$ cat src/rtl/power_013d_sweep_ctrl.sv
// power_013d_sweep_ctrl: sweeps the 4-input power_013d sub-circuit over all vectors (binary/Gray order) and counts output ones and toggles
module power_013d_sweep_ctrl #(
  parameter int REPEAT = 1,
  parameter int SETTLE = 1,
  parameter int CNT_W = 12
) (
  input  logic             clk,
  input  logic             rst,
  input  logic             start,
  input  logic             abort,
  input  logic             gray_mode,
  input  logic             fn_out,
  output logic [3:0]       vec,
  output logic             sample_stb,
  output logic             busy,
  output logic             done,
  output logic [CNT_W-1:0] ones_cnt,
  output logic [CNT_W-1:0] toggle_cnt
);
  typedef enum logic [1:0] {IDLE, RUN, DONE} state_t;
  state_t st;
  logic [3:0] idx, hold;
  logic [7:0] sweep;
  logic gray, have_prev, prev, last;
  assign sample_stb = st == RUN && hold == 4'(SETTLE - 1);
  assign last = idx == 4'd15 && sweep == 8'(REPEAT - 1);
  assign vec = st != RUN ? 4'd0 : gray ? idx ^ (idx >> 1) : idx;
  always_ff @(posedge clk) begin
    if (rst) begin
      st <= IDLE;
      busy <= 1'b0;
      done <= 1'b0;
      idx <= '0;
      hold <= '0;
      sweep <= '0;
      gray <= 1'b0;
      have_prev <= 1'b0;
      prev <= 1'b0;
      ones_cnt <= '0;
      toggle_cnt <= '0;
    end else begin
      case (st)
        IDLE: if (start && !abort) begin
          st <= RUN;
          busy <= 1'b1;
          ones_cnt <= '0;
          toggle_cnt <= '0;
          have_prev <= 1'b0;
          gray <= gray_mode;
          idx <= '0;
          hold <= '0;
          sweep <= '0;
        end
        RUN: if (abort) begin
          st <= IDLE;
          busy <= 1'b0;
        end else if (!sample_stb) begin
          hold <= hold + 4'd1;
        end else begin
          hold <= '0;
          ones_cnt <= (fn_out && ones_cnt != '1) ? ones_cnt + CNT_W'(1) : ones_cnt;
          toggle_cnt <= (have_prev && fn_out != prev && toggle_cnt != '1) ? toggle_cnt + CNT_W'(1) : toggle_cnt;
          prev <= fn_out;
          have_prev <= 1'b1;
          idx <= idx + 4'd1;
          sweep <= idx == 4'd15 ? sweep + 8'd1 : sweep;
          if (last) begin
            st <= DONE;
            busy <= 1'b0;
            done <= 1'b1;
          end
        end
        DONE: begin
          st <= IDLE;
          done <= 1'b0;
        end
        default: st <= IDLE;
      endcase
    end
  end
endmodule

$ cat config.mk
export PLATFORM = sky130hd
export DESIGN_NAME = power_013d_sweep_ctrl
export DESIGN_NICKNAME = d
export VERILOG_FILES = /design/src/rtl/power_013d_sweep_ctrl.sv
export SDC_FILE = /design/constraint.sdc
export NUM_CORES = 1
export LEC_CHECK = 0
export ABC_AREA = 1
export BUFFER_PORTS_ARGS = -buffer_cell sky130_fd_sc_hd__buf_2
export CORE_MARGIN = 5
export CORE_UTILIZATION = 35
export DETAILED_ROUTE_END_ITERATION = 7
export MAX_ROUTING_LAYER = met4
export PLACE_DENSITY_LB_ADDON = 0.2
export SETUP_SLACK_MARGIN = 0.05
export SLEW_MARGIN = 25
export SYNTH_ARGS = -nofsm -noshare
export SYNTH_HDL_FRONTEND = slang
export SYNTH_SLANG_ARGS = --single-unit
$ cat constraint.sdc
create_clock -name clk -period 4.3 [get_ports clk]
set_clock_uncertainty 0.2 [all_clocks]
set_input_delay 0.215 -clock clk [delete_from_list [all_inputs] [get_ports clk]]
set_output_delay 0.215 -clock clk [all_outputs]
set_load 0.02 [all_outputs]
==> results of run 1 <==
sequential cells by signal (all words and copies together), names as in the netlist:
signal	cells
busy	1
st	2
gray	1
prev	1
hold	4
ones_cnt	12
idx	4
toggle_cnt	12
done	1
have_prev	1
sweep	8
worst paths after layout:
kind,start,endpoint,slack [ns]
max,st[0],sample_stb,1.94
min,gray_mode,gray,-0.003
max reg2reg,st[0],ones_cnt[6],2.00
min reg2reg,busy,busy,0.27
cell type report:
| type | instances | area [um^2] | area share (%) |
|---|---|---|---|
| Clock buffer | 6 | 72.57 | 2.340 |
| Clock inverter | 1 | 30.03 | 0.9681 |
| Inverter | 51 | 196.4 | 6.333 |
| Multi-Input combinational cell | 320 | 1544 | 49.78 |
| Sequential cell | 47 | 940.9 | 30.33 |
| Tap cell | 102 | 127.6 | 4.115 |
| Timing Repair Buffer | 37 | 190.2 | 6.132 |
worst max-delay path, cell delays in order, from the launching register on:
cell and delay (ns):
dfxtp_1 0.35, inv_1 0.08, nor2_4 0.45, inv_2 0.34, nor2_1 0.20, buf_2 0.20
cell usage in the layout (no fill, tap or decap), drive strengths merged:
master       count
dfxtp           47
clkinv           1
nand2          121
o21ai           22
xnor2            3
nor2            75
clkbuf           6
a21boi           1
a31oi            1
nand4            6
inv             50
xor2             7
nor4             1
o21bai           1
buf             36
o32ai            1
nor3b            1
dlygate4sd3      1
a211oi           2
bufinv           1
nand3           32
ha               9
a21oi           33
o22ai            2
nor3             2
kinds of logic after synthesis:
logic type / count (synthesis) / share of synthesized area (%)
simple gates: 238 / 36.22
compound gates: 63 / 12.47
buf+inv: 63 / 9.973
flops: 47 / 34.09
xor+xnor: 10 / 3.173
fa+ha+maj: 9 / 4.080
metal layers:
| layer | up-vias | routed length (um) | global-route usage [%] |
|---|---|---|---|
| met2 | 52 | 3016 | 22.21 |
| met4 | 0 | 68 | 3.151 |
| met3 | 5 | 287 | 3.043 |
| li1 | 1426 | - | - |
| met1 | 1187 | 3204 | 18.62 |
| met5 | - | 0 | - |
power breakdown:
part	leakage (nW)	switching, mW	internal, mW
registers	0.381	0.0132	0.447
logic	0.856	0.0797	0.0319
clock network	0.0513	0.154	0.171
per-stage QoR:
stage | hold slack, ns | instance area, um^2 | utilization, % | setup slack [ns]
6_report | -0.002617 | 3102 | 40.35 | 1.944
5_1_grt | 0.01493 | 3102 | 40.35 | 1.765
4_1_cts | 0.007007 | 3102 | 40.35 | 1.910
3_5_place_dp | 0.2678 | 2989 | 38.88 | 2.007
3_3_place_gp | 0.2518 | 2989 | 38.88 | 2.069
2_1_floorplan | 0.09351 | 2760 | - | 2.457
what timing repair did:
action / CTS / global route
hold endpoints to repair: 1 / 0
hold buffers: 1 / 0
buffers inserted: 0 / 0
gates resized for setup: 0 / 0
==> results.yml, run 1 <==
place:
  place_inst: 556
  detailed_place_hpwl_um: 4781
  port_buffers: 36
  routabilityCongestion: 0.8424
detailed_routing:
  first_iter_violations: 96
  firstDrtPassIters: 4
  wl_per_cell_um: 11.66
  postRouteAntennaNets: 0
  routed_via_count_divided_by_cell_count: 4.734
  route.vias.total: 2670
  drc: 0
  drt-total-wl_um: 6576
setup_path:
  startpoint_type: "register"
  required_time_at_the_worst_slack_endpoint_ns: 3.88
  data_arrival_time_of_the_critical_path_ns: 1.94
  setup.worst_path.end_class: "output port"
  kind_of_critical_path: "register to output port"
  timing.reg2reg.worst_path_depth: 11
  crit_path_max_fanout: 22
synthesis:
  synth_top_cell_area_share_pct: 34.09
  syn-instance-count: 430
  ys.warnings.count: 0
  synth_enable_flop_cells: 0
  synth.cell_area_mm2: 0.002760
  synth_top_area_cell: "dfxtp_1"
  post_synth_num_cell_types: 33
  synth_ff_type: "dfxtp_1"
  postSynthAreaPerCell_um2: 6.419
  ys_seq_area_share_pct: 34.09
  synthArstFlopShare_pct: 0
  synth-seq-cells: 47
  mappedNetlistNets: 445
  synth_most_common_cell: "nand2_1"
  netlist_top_cells_count: "114 x nand2_1, 73 x nor2_1, 49 x inv_1, 47 x dfxtp_1"
  synth_area_leaders: "dfxtp_1 34%, nand2_1 16%, nor2_1 9.9%"
sta:
  finalSetupTns_ns: 0
  whs_ns: -0.002617
  grt_setup_unrepaired: "false"
  layout_worst_path_cycle_share_pct: 54.79
  finalHoldViolCount: 1
  drv_slew: 0
  tightest_slew_ns: 0.6328
  finalSetupViolCount: 0
  timing.final.crit_period_ns: 2.356
  slew_headroom_pct: 57.76
  fmaxAchievable_mhz: 424.5
run_status:
  failed_checks: "negative hold slack"
  run_status: "finished with violations"
cts:
  numCtsBuffers: 5
  tritoncts: "done"
  worst_skew_pair.late_latency_ns: 0.30
  cts-root-to-sink-buffers: 2
  cts.root.buffer_cell: "clkbuf_8"
  htree_num_levels: 2
  numClockSinks: 47
  clkSlewWorstSetupHoldPaths_ns: 0.09
finish:
  final_layout_size_suffix_gt1_share_pct: 12.34
  finalNetCount: 477
  antenna-diode-count: 0
  fill_cells: 856
  area_growth_pct: 12.38
  layout.cells.non_filler: 564
hold_path:
  holdCritPathClass: "input pin to register"
  hold_depth: 3
global_route:
  grt_pass1_wl_um: 11140
  grt_use_total_pct: 14.12
  grt_antenna_before_repair: 0
  first_global_vias: 2363
  grt_start_max_net_pins: 25
  grt-ovfl-total: 0
die:
  die_x_um: 98.81
  die_height_um: 98.81
  die-area_mm2: 0.009762
  core-area_mm2: 0.007687
  pin_count: 37
  std_cell_rows: 32
  initial_core_util_pct: 35.90
power_and_ir_drop:
  power.total_mw: 0.8965
  pwr_density_cell_mw_per_mm2: 289.0
  vdd_ir_drop_max_mv: 0.1662
  cellLeakagePower_nw: 1.288
flow_run:
  cap_viol_max_count: 0
Note: power is estimated with default switching activity, not from simulation.
==> run 2: changes to the inputs <==
- clock period: 4.3 -> 2.3 ns (I/O delays scaled with it)
==> results.yml, run 2 (synthesized netlist as in run 1, its figures left out) <==
finish:
  post-route-cell-area_mm2: 0.003173
  biggestRegsByFlops: "ones_cnt (12), toggle_cnt (12), sweep (8)"
  layout.cells.non_filler: 574
  fill_cells: 842
  antenna-diode-count: 0
  layout_common_cells: "114 x nand2_1, 73 x nor2_1, 49 x inv_1"
  final_layout_size_suffix_gt1_share_pct: 13.35
  finalNetCount: 486
  layout_commonest_cell: "nand2_1"
  area_growth_pct: 14.96
sta:
  grt_setup_unrepaired: "false"
  final.setup.worst_slack_ns: 0.3005
  layout_worst_path_cycle_share_pct: 86.94
  timing.final.crit_period_ns: 2.000
  slew_headroom_pct: 72.32
  drv_slew: 0
  tightest_slew_ns: 0.4145
  finalHoldViolCount: 0
  whs_ns: 0.2690
  fmaxAchievable_mhz: 500.1
  finalSetupViolCount: 0
  finalSetupTns_ns: 0
detailed_routing:
  wl_per_cell_um: 11.55
  first_iter_violations: 67
  route.vias.total: 2694
  firstDrtPassIters: 4
  drt-total-wl_um: 6627
  drc: 0
  postRouteAntennaNets: 0
  routed_via_count_divided_by_cell_count: 4.693
global_route:
  grt_busiest_layer: "met2"
  globalRouteMet1Util_pct: 18.06
  grt_pass1_wl_um: 11610
  grt_start_max_net_pins: 23
  grt-ovfl-total: 0
  grt_antenna_before_repair: 0
  met2_usage_pct: 24.12
  grt_use_total_pct: 14.53
  grt_util_met3_pct: 2.972
  first_global_vias: 2499
die:
  core-area_mm2: 0.007687
  die-area_mm2: 0.009762
  die_x_um: 98.81
  pin_count: 37
  std_cell_rows: 32
  initial_core_util_pct: 35.90
  die_height_um: 98.81
flow_run:
  cap_viol_max_count: 0
setup_path:
  crit_path_top_delay_cell: "dlygate4sd3_1"
  worst_setup_path_startpoint: "idx[0]"
  regToRegStartpoint: "idx[0]"
  data_arrival_time_of_the_critical_path_ns: 1.99
  startpoint_type: "register"
  critPathMaxStageDelay_ns: 0.55
  required_time_at_the_worst_slack_endpoint_ns: 2.29
  kind_of_critical_path: "register to register"
  crit_path_max_fanout: 5
  crit_path_frequent_cell: "nand2_1"
  critical_path.cell_chain: "ha_1 > nand2_1 > nor2_1 > nand2_1 > nand2_1 > a21oi_1 > dlygate4sd3_1"
  timing.reg2reg.worst_path_depth: 7
  reg2reg_setup_slack_ns: 0.30
  setup.worst_path.end_class: "register"
  timing.critical_path.to: "st[0]"
  timing.rr.end: "st[0]"
hold_path:
  holdCritPathClass: "register to register"
place:
  place_inst: 560
  setup_slack_after_placement_ns: 0.2689
  routabilityCongestion: 0.8383
  placed_area_mm2: 0.003019
  detailed_place_hpwl_um: 4870
  port_buffers: 36
cts:
  htree_num_levels: 2
  numCtsBuffers: 5
  clkSlewWorstSetupHoldPaths_ns: 0.09
  cts.root.buffer_cell: "clkbuf_8"
  cts-root-to-sink-buffers: 2
  worst_skew_pair.late_latency_ns: 0.30
  numClockSinks: 47
  tritoncts: "done"
power_and_ir_drop:
  cellLeakagePower_nw: 1.322
  vdd_ir_drop_max_mv: 0.2152
  pwr_density_cell_mw_per_mm2: 501.8
run_status:
  run_status: "finished, final reports clean"
==> run 2: changes by cell type in the layout (fill, tap and decap cells not counted) <==
cell,delta
nand2_4,+1
buf_4,+4
nand2_2,-1
clkinvlp_4,+2
dlygate4sd3_1,+5
clkbuf_1,-1
clkinv_2,+1
bufinv_16,-1
==> run 2: how the worst min path moves through the flow <==
stage / startpoint / to / cells after the start
finish: busy / busy / 2
CTS: busy / busy / 2
floorplan: rst / st[1] / 1
detailed placement: gray_mode / gray / 3
global route: busy / busy / 2
global placement: rst / prev / 2
==> run 2: worst max-delay path, delay by kind of cell, from the launching register on <==
| family | cells | cell delay (ns) |
|---|---|---|
| flops | 1 | 0.42 |
| compound gates | 1 | 0.06 |
| simple gates | 4 | 0.44 |
| buf+inv | 1 | 0.55 |
| fa+ha+maj | 1 | 0.22 |
==> run 2: timing repair <==
action / CTS / global route
setup endpoints to repair: 0 / 6
buffers inserted: 0 / 0
hold buffers: 6 / 0
hold endpoints to repair: 7 / 0
resized for setup: 0 / 1
==> run 2: per-stage QoR <==
stage	util, %	power [mW]
6_report	41.28	1.592
5_1_grt	41.28	1.681
4_1_cts	41.21	1.623
3_5_place_dp	39.27	1.094
3_3_place_gp	39.27	1.091
2_1_floorplan	-	1.040
==> run 2: final cells by class <==
type | count | area (um^2) | share of cell area (%)
multi-input combinational | 320 | 1549 | 48.82
sequential | 47 | 940.9 | 29.65
timing repair buffer | 46 | 270.3 | 8.517
inverter | 51 | 196.4 | 6.191
tap | 102 | 127.6 | 4.022
clock buffer | 5 | 68.82 | 2.169
clock inverter | 3 | 20.02 | 0.6309
==> run 2: where the power goes <==
part	leakage [nW]	internal, mW	total (mW)	switching (mW)
Clock	0.0402	0.212	0.511	0.299
Combinational	0.901	0.0710	0.226	0.155
Sequential	0.381	0.835	0.855	0.0201
==> run 2: per-layer routing <==
metal / vias to the layer above / routed length (um)
met3: 2 / 295
met1: 1196 / 3169
met4: 0 / 37
met2: 48 / 3124
met5: - / 0
li1: 1448 / -
==> run 3: changes to the inputs <==
- clock period: 2.3 -> 2.6 ns (I/O delays scaled with it)
==> results.yml, run 3 (synthesized netlist as in run 1, its figures left out) <==
sta:
  finalSetupTns_ns: 0
  drv_slew: 0
  tightest_slew_ns: 0.6713
  final.setup.worst_slack_ns: 0.5278
  finalHoldViolCount: 0
  slew_headroom_pct: 55.20
  timing.final.crit_period_ns: 2.072
  grt_setup_unrepaired: "false"
  finalSetupViolCount: 0
  fmaxAchievable_mhz: 482.6
  layout_worst_path_cycle_share_pct: 79.70
finish:
  layout_common_cells: "114 x nand2_1, 73 x nor2_1, 49 x inv_1"
  finalNetCount: 480
  fill_cells: 857
  final_layout_size_suffix_gt1_share_pct: 12.88
  layout_commonest_cell: "nand2_1"
  antenna-diode-count: 0
  biggestRegsByFlops: "ones_cnt (12), toggle_cnt (12), sweep (8)"
  area_growth_pct: 12.65
global_route:
  grt_antenna_before_repair: 0
  grt_use_total_pct: 13.83
  grt_start_max_net_pins: 24
  grt-ovfl-total: 0
  first_global_vias: 2313
  grt_pass1_wl_um: 10920
die:
  die_x_um: 98.81
  initial_core_util_pct: 35.90
  die_height_um: 98.81
  die-area_mm2: 0.009762
  core-area_mm2: 0.007687
  pin_count: 37
  std_cell_rows: 32
cts:
  tritoncts: "done"
  cts-root-to-sink-buffers: 2
  worst_skew_pair.late_latency_ns: 0.30
  numCtsBuffers: 5
  clkSlewWorstSetupHoldPaths_ns: 0.09
  htree_num_levels: 2
  cts_setup_buffers: 0
  cts.root.buffer_cell: "clkbuf_8"
  numClockSinks: 47
detailed_routing:
  first_iter_violations: 87
  postRouteAntennaNets: 0
  wl_per_cell_um: 11.62
  route.vias.total: 2658
  firstDrtPassIters: 4
  drc: 0
  drt-total-wl_um: 6598
  routed_via_count_divided_by_cell_count: 4.680
setup_path:
  reg2reg_setup_slack_ns: 0.53
  data_arrival_time_of_the_critical_path_ns: 2.08
  required_time_at_the_worst_slack_endpoint_ns: 2.61
  kind_of_critical_path: "register to register"
  critPathMaxStageDelay_ns: 0.37
  crit_path_top_delay_cell: "dfxtp_1"
  crit_path_max_fanout: 17
  startpoint_type: "register"
  critical_path.cell_chain: "inv_1 > nor2_4 > nand2_2 > nand2_4 > nand2_4 > clkinv_4 > nand2_2 > inv_1 > nand2_1 > nand2_1 > nor2_1"
  setup.worst_path.end_class: "register"
place:
  routabilityCongestion: 0.8496
  port_buffers: 36
  detailed_place_hpwl_um: 4784
  setup_slack_after_placement_ns: 0.5238
flow_run:
  cap_viol_max_count: 0
power_and_ir_drop:
  power.total_mw: 1.399
  cellLeakagePower_nw: 1.292
  vdd_ir_drop_max_mv: 0.2466
  pwr_density_cell_mw_per_mm2: 449.9
run_status:
  run_status: "finished, final reports clean"
hold_path:
  holdCritPathClass: "input pin to register"
[run 3: cell types whose count changed in the layout (fill, tap and decap cells not counted), sizes merged]
cell	change
dlygate4sd3	-4
buf	-2
clkbuf	+1
clkinvlp	-1
[run 3: cell type report]
cell class / count / area (um^2) / share of cell area [%]
multi-input cells: 320 / 1544 / 49.66
clock buffers: 6 / 72.57 / 2.334
inverters: 51 / 196.4 / 6.318
repair buffers: 40 / 215.2 / 6.922
clock inverters: 2 / 12.51 / 0.4024
well taps: 102 / 127.6 / 4.105
flip-flops and latches: 47 / 940.9 / 30.26
[run 3: per-stage QoR]
step | hold slack [ns] | instances | util, % | area, um^2
after floorplan | 0.008510 | 430 | - | 2760
after global placement | 0.2251 | 558 | 39.08 | 3004
after detailed placement | 0.2182 | 558 | 39.08 | 3004
after CTS | 0.01471 | 568 | 40.45 | 3109
after global routing | 0.03621 | 568 | 40.45 | 3109
final | 0.02762 | 568 | 40.45 | 3109
[run 3: per-layer routing]
metal | wire (um) | track usage [%] | up-vias
li1 | - | - | 1433
met1 | 3326 | 17.70 | 1181
met2 | 2951 | 22.52 | 36
met3 | 242 | 2.760 | 8
met4 | 77 | 3.151 | 0
met5 | 0 | - | -
[run 3: timing repair]
| item | 4_1_cts | 5_1_grt |
|---|---|---|
| setup endpoints to repair | 0 | 0 |
| gates resized for setup | 0 | 0 |
| hold buffers | 2 | 0 |
| hold endpoints to repair | 2 | 0 |
[run 3: worst max-delay path: cells and delay by family (launching register included)]
kind,cells,cell delay [ns]
AND/OR/NAND/NOR,8,0.97
buffers and inverters,3,0.46
flip-flops,1,0.37
[run 3: path summary, 6_finish.rpt]
path | startpoint | to | cells past startpoint
worst max-delay path | st[0] | ones_cnt[5] | 11
worst min-delay path | start | gray | 3
worst max register to register | st[0] | ones_cnt[5] | 11
worst min register to register | busy | busy | 2
[run 3: where the power goes]
| part | leakage, nW | switching, mW | internal (mW) |
|---|---|---|---|
| logic | 0.870 | 0.134 | 0.0559 |
| registers | 0.381 | 0.0206 | 0.739 |
| clock network | 0.0412 | 0.261 | 0.189 |
| total | 1.29 | 0.415 | 0.983 |
